File: config.mk
export PLATFORM = sky130hd
export DESIGN_NAME = reg_file32
export DESIGN_NICKNAME = d
export VERILOG_FILES = /design/src/rtl/reg_file32.sv
export SDC_FILE = /design/constraint.sdc
export NUM_CORES = 2
export LEC_CHECK = 0
export CAP_MARGIN = 15
export CORE_AREA = 10 10 381 383
export CTS_CLUSTER_SIZE = 20
export DETAILED_ROUTE_END_ITERATION = 8
export DIE_AREA = 0 0 391 393
export DONT_BUFFER_PORTS = 1
export GPL_TIMING_DRIVEN = 0
export SYNTH_ARGS = -nofsm -noshare
export SYNTH_HDL_FRONTEND = slang
export SYNTH_SLANG_ARGS = --single-unit
File: constraint.sdc
create_clock -name clk -period 45.5 [get_ports clk]
set_input_delay 6.825 -clock clk [delete_from_list [all_inputs] [get_ports clk]]
set_output_delay 6.825 -clock clk [all_outputs]
set_load 0.03 [all_outputs]
File: src/rtl/reg_file32.sv
// -----------------------------------------------------------------------------
// reg_file32 -- RV32I integer register file
//
// 32 architectural registers x0..x31, each XLEN (32) bits wide. x0 has no
// storage and always reads as zero; x1..x31 are physical flops. There is one
// synchronous write port and two independent asynchronous read ports.
//
// Build option:
//   REGFILE_BYPASS_EN  When defined, a write in flight (we=1, wa!=0) is
//                      forwarded combinationally to any read port whose
//                      address matches wa, in the same cycle. Forwarding is
//                      suppressed while rst is high. When undefined, no
//                      forwarding logic exists and reads return stored state.
//
// Timing is modelled at zero delay. The read path corresponds to 2*T gate
// delays and the register clock-to-q to T, with T = 0.
//
// Ports:
//   clk  in   1     clock, state updates on rising edge
//   rst  in   1     asynchronous active-high reset, clears x1..x31
//   we   in   1     write enable
//   wa   in   5     write address
//   wd   in   XLEN  write data
//   ra1  in   5     read address, port 1 (rs1)
//   ra2  in   5     read address, port 2 (rs2)
//   rd1  out  XLEN  read data, port 1
//   rd2  out  XLEN  read data, port 2
// -----------------------------------------------------------------------------
module reg_file32 #(
  parameter int XLEN = 32
) (
  input  logic            clk,
  input  logic            rst,
  input  logic            we,
  input  logic [4:0]      wa,
  input  logic [XLEN-1:0] wd,
  input  logic [4:0]      ra1,
  input  logic [4:0]      ra2,
  output logic [XLEN-1:0] rd1,
  output logic [XLEN-1:0] rd2
);

  // Physical storage for x1..x31 only; x0 is synthesised as a constant zero.
  logic [XLEN-1:0] regs [1:31];

  // A write only takes effect for a non-zero destination.
  logic wr_en;
  assign wr_en = we && (wa != 5'd0);

  // ---------------------------------------------------------------------------
  // Write port
  // ---------------------------------------------------------------------------
  // NOTE: this storage is deliberately reset. The datapath relies on every
  // register holding a defined value after reset, so it is built from
  // resettable flops rather than a RAM macro, which could not be cleared.
  always_ff @(posedge clk or posedge rst) begin
    if (rst) begin
      for (int i = 1; i < 32; i++) begin
        regs[i] <= '0;
      end
    end else if (wr_en) begin
      // NOTE: non-blocking assignment so every flop samples pre-edge values,
      // regardless of how many processes observe regs in the same time step.
      regs[wa] <= wd;
    end
  end

  // ---------------------------------------------------------------------------
  // Read ports
  // ---------------------------------------------------------------------------
  logic [XLEN-1:0] stored1;
  logic [XLEN-1:0] stored2;

  // NOTE: each output gets a default before any conditional, so no path
  // leaves it unassigned and no latch is inferred.
  always_comb begin
    stored1 = '0;
    stored2 = '0;
    if (ra1 != 5'd0) stored1 = regs[ra1];
    if (ra2 != 5'd0) stored2 = regs[ra2];
  end

`ifdef REGFILE_BYPASS_EN
  // Write-through forwarding. wr_en already excludes x0, so a read of x0 is
  // never forwarded. During reset the storage is already zero, and the forward
  // path is blocked so the in-flight write cannot leak out either.
  logic fwd1;
  logic fwd2;
  assign fwd1 = wr_en && !rst && (ra1 == wa);
  assign fwd2 = wr_en && !rst && (ra2 == wa);

  always_comb begin
    rd1 = stored1;
    rd2 = stored2;
    if (fwd1) rd1 = wd;
    if (fwd2) rd2 = wd;
  end
`else
  // Without forwarding, a same-cycle read of the written register sees the
  // old contents until the edge, then the new value through the normal path.
  assign rd1 = stored1;
  assign rd2 = stored2;
`endif

endmodule

### Word level (Yosys, flattened, before mapping)

Cells that the tools add are included.

| word-level totals | value |
|---|---|
| register bits after elaboration | 992 |
| latch bits | 0 |
| bits in writable memories | 0 |
| memory bits (read-only) | 0 |
| input bits | 50 |
| output and inout port bits | 64 |
| logic and storage cells | 54 |
| memories | 0 |

| operators by class | value |
|---|---|
| add/sub/neg operators | 0 |
| multipliers | 0 |
| div/mod/pow operators | 0 |
| order comparisons | 4 |
| equality and inequality tests | 0 |
| shift operators | 0 |
| multiplexer cells | 11 |
| bitwise gates (word level) | 3 |
| reductions and logical operators | 5 |

Operators by type and width:

| operator | count |
|---|---|
| $bwmux W992 | 1 |
| $bmux W32 S5 | 2 |
| $mux W32 | 7 |
| $demux W32 S5 | 1 |
| $ge A6 B6 Y1 const B | 3 |
| $not A5 Y6 | 3 |
| $reduce_bool A5 Y1 | 3 |
| $lt A6 B1 Y1 const B | 1 |
| $logic_and A1 B1 Y1 | 2 |

### Logic depth before layout (Yosys ltp)

| depth | value |
|---|---|
| depth after elaboration | 6 |
| depth in mapped cells | 8 |

### Worst setup path after synthesis

No wires, ideal clock.

| timing | value |
|---|---|
| kind | in2out |
| start point | in ra1[1] |
| end point | out rd1[31] |
| arrival | 8.691 ns |
| path slack | 29.984 ns |
| stages | 8 |
| buffers on the path | 4 |
| cells stage by stage | buf_4 buf_6 buf_8 nand2_4 buf_2 o22ai_1 nor3_1 nor4_1 |

| between the ends | value |
|---|---|
| cells in the longest elaborated chain, start to end | 5 |
| elaborated cells between the ends (all ways) | 6 |

RTL lines:

| element | RTL line | RTL |
|---|---|---|
| from (decl) | 37 | `input logic [4:0] ra1,` |
| $not A5 Y6 (not written as such) | 79 | `if (ra1 != 5'd0) stored1 = regs[ra1];` |
| $bmux W32 S5 | 79 |  |
| $mux W32 (not written as such) (2 in a row) | 79 |  |
| $mux W32 * | 79 |  |
| to (decl) | 39 | `output logic [XLEN-1:0] rd1,` |

Every way passes the cells marked *; elsewhere a longest branch is shown, timed or not. The select of a mux whose other input is x is not followed.

### Worst setup path in the final report

| timing | value |
|---|---|
| start point | in ra1[3] |
| end point | out rd1[10] |

Same word-level chain as after synthesis.

==> impl_metrics.yaml <==
sta:
  finClkSkew_ns: 0
  fin_ws_ns: 28.67
  post-route-min-period_ns: 16.83
  relSlewSlack: 0.0618
  max_freq_mhz: 59.4
  finalHoldViolCount: 0
  finalCritPeriodShare: 0.370
  rsz0062_at_grt: "no"
  setup_viol: 0
  tns_ns: 0
  tightest_slew_ns: 1.41
  maxSlewViolCount: 0
pwr:
  p_int_mw: 1.89
  ir_worst_vdd_uv: 32.6
  seq_power_share: 0.436
  switching_power_mw: 0.832
  p_total_mw: 2.72
  powerDensity_mw_per_mm2: 44.6
  p_leak_nw: 27.6
  share_clk_of_total_power: 0.349
  pwr-share-comb: 0.215
  switching_share: 0.305
setup_path:
  r2r_cells: 1
  r2r-end: "regs[2]$_DFFE_PP0P_"
  cp-end-kind: "output pin"
  worst-setup-path-type: "in2out"
  arrival_ns: 10.01
  crit_buf_inv: 2
  cpMostUsedCell: "clkbuf_1"
  rrSetupSlack_ns: 44.65
  critical_path_required_ns: 38.67
  cp_slowest_stage_delay_ns: 1.08
  crit_path_max_fanout: 10
  r2r_start: "regs[2]$_DFFE_PP0P_"
  start_kind: "primary input"
  path_cells: "clkbuf_1 > nand2_1 > clkbuf_1 > nor3_1 > a211oi_2"
  path_delay_family: "buffers and inverters"
  crit_slowest_cell: "clkbuf_1"
synthesis:
  yosysUniqueCellTypes: 40
  syn_area_mm2: 0.0546
  synth-seq-cells: 992
  yosysWarnings: 0
  yosysSeqAreaShare: 0.455
  synth_most_common_cell: "mux2_2"
  ys_top_cells_by_area: "dfrtp_1 45%, mux2_2 21%, mux2i_1 14%"
  yosys-top-cells-count: "1030 x mux2_2, 992 x dfrtp_1, 768 x mux2i_1"
  syn-num-nets: 4406
  yosysTopAreaCell: "dfrtp_1"
  netlist_instances: 4356
  syn_avg_cell_area_um2: 12.5
  synth_edf_count: 0
  async_reset_ff_frac: 1.00
  synth_ff_type: "dfrtp_1"
  synth_top_area_frac: 0.455
drt:
  via_per_inst: 6.37
  drtPass1Iterations: 6
  num_vias: 40500
  finalWirelength_um: 226000
  drt_iter0_markers: 4641
  wl_per_cell_um: 35.5
  drcViolationCount: 0
  ant_nets: 0
worst_hold_path:
  hold_depth: 1
  hp-start: "regs[603]$_DFFE_PP0P_"
  min_to: "regs[603]$_DFFE_PP0P_"
  holdCritPathClass: "reg2reg"
global_route:
  track_usage: 0.287
  grt.overflow.total: 0
  grt_pass1_wl_um: 311000
  antenna_found_initial: 6
  grt_pass1_vias: 40100
  grt_max_degree: 129
clock_tree:
  holdBufCountCts: 0
  root_buffer: "clkbuf_16"
  clock_path_buffers: 3
  htreeDepth: 3
  cts_setup_buffers: 0
  cts_resized: 0
  cts_tree: "yes"
  cts_sinks: 992
  insertion_delay_ns: 0.75
  cts_inserted_buffers: 108
  clk_pin_slew_ns: 0.05
cells_and_area:
  regMostFlops: "regs"
  antenna_cells: 0
  drive_gt1_frac: 0.357
  instances_no_fill: 6364
  nets: 4537
  syn2layout_area_growth_pct: 11.8
  fin_area_mm2: 0.0611
  largest_reg_flops: 992
  reg_top3: "regs x992"
placed_design:
  dpl.cell_count: 6169
  io_buffers: 0
  place_ws_ns: 28.92
  hpwl_um: 168000
  gp_congestion: 1.02
  postPlaceCellArea_mm2: 0.0573
job:
  cap_violations: 0
floorplan:
  die-width_um: 391
  die_h_um: 393
  start_util: 0.398
  dieArea_mm2: 0.154
  core_area_mm2: 0.137
  num_rows: 136
  ios: 114
run_status:
  outcome: "complete, no violations"
-- area by class of cell --
cell class                      instances  area [um^2]
Fill cell                           12800        76100
Multi-Input combinational cell       2926        27400
Tap cell                             1794         2240
Sequential cell                       992        24800
Clock inverter                         35          489
Timing Repair Buffer                   21          399
Inverter                                1         11.3
Clock buffer                          158         3250
Buffer                                437         2400
-- worst max-delay path by stage --
stage,depth (start not counted),slack (ns),startpoint,end
after floorplan,1,10.77,rst,regs[0]$_DFFE_PP0P_
after global placement,1,-1.54,rst,regs[130]$_DFFE_PP0P_
after global routing,5,28.80,ra2[3],rd2[11]
after detailed placement,5,28.92,ra1[3],rd1[10]
after CTS,5,28.91,ra1[3],rd1[10]
final,5,28.67,ra1[3],rd1[10]
-- logic make-up (layout without fill, tap and decap cells) --
group | Yosys count | after routing | share of synthesized area
compound gates | 386 | 386 | 0.0563
buf+inv | 438 | 652 | 0.0440
mux | 1890 | 1890 | 0.385
flops | 992 | 992 | 0.455
simple gates | 650 | 650 | 0.0602
-- placed cells by master (no fill, tap or decap), drive strengths merged, types with 67 or more instances in the layout --
master  count
nand3      68
clkbuf    332
nor3       67
nand2b     70
dfrtp     992
nor2      145
nand2     148
mux2i     768
buf       284
o22ai     194
mux2     1060
-- layer usage --
metal,vias to the layer above,GRT usage,part of all wire
met4,10,0.140,0.058
met1,21300,0.376,0.41
li1,16500,-,-
met3,526,0.110,0.12
met2,2167,0.414,0.42
met5,-,0,0.00040
-- stage by stage --
step           hold WS [ns]  utilization
2_1_floorplan         0.470            -
3_3_place_gp          0.483        0.415
3_5_place_dp          0.492        0.418
4_1_cts               0.505        0.445
5_1_grt               0.526        0.445
6_report              0.507        0.445
-- power groups by stage --
stage / logic (mW) / registers, mW / clock network (mW)
floorplan: 0.422 / 1.16 / 0
detailed placement: 0.573 / 1.20 / 0
finish: 0.585 / 1.19 / 0.951
global route: 0.620 / 1.21 / 0.992
CTS: 0.575 / 1.18 / 0.955
global placement: 0.557 / 1.19 / 0
Power figures use the tool's default switching activity.
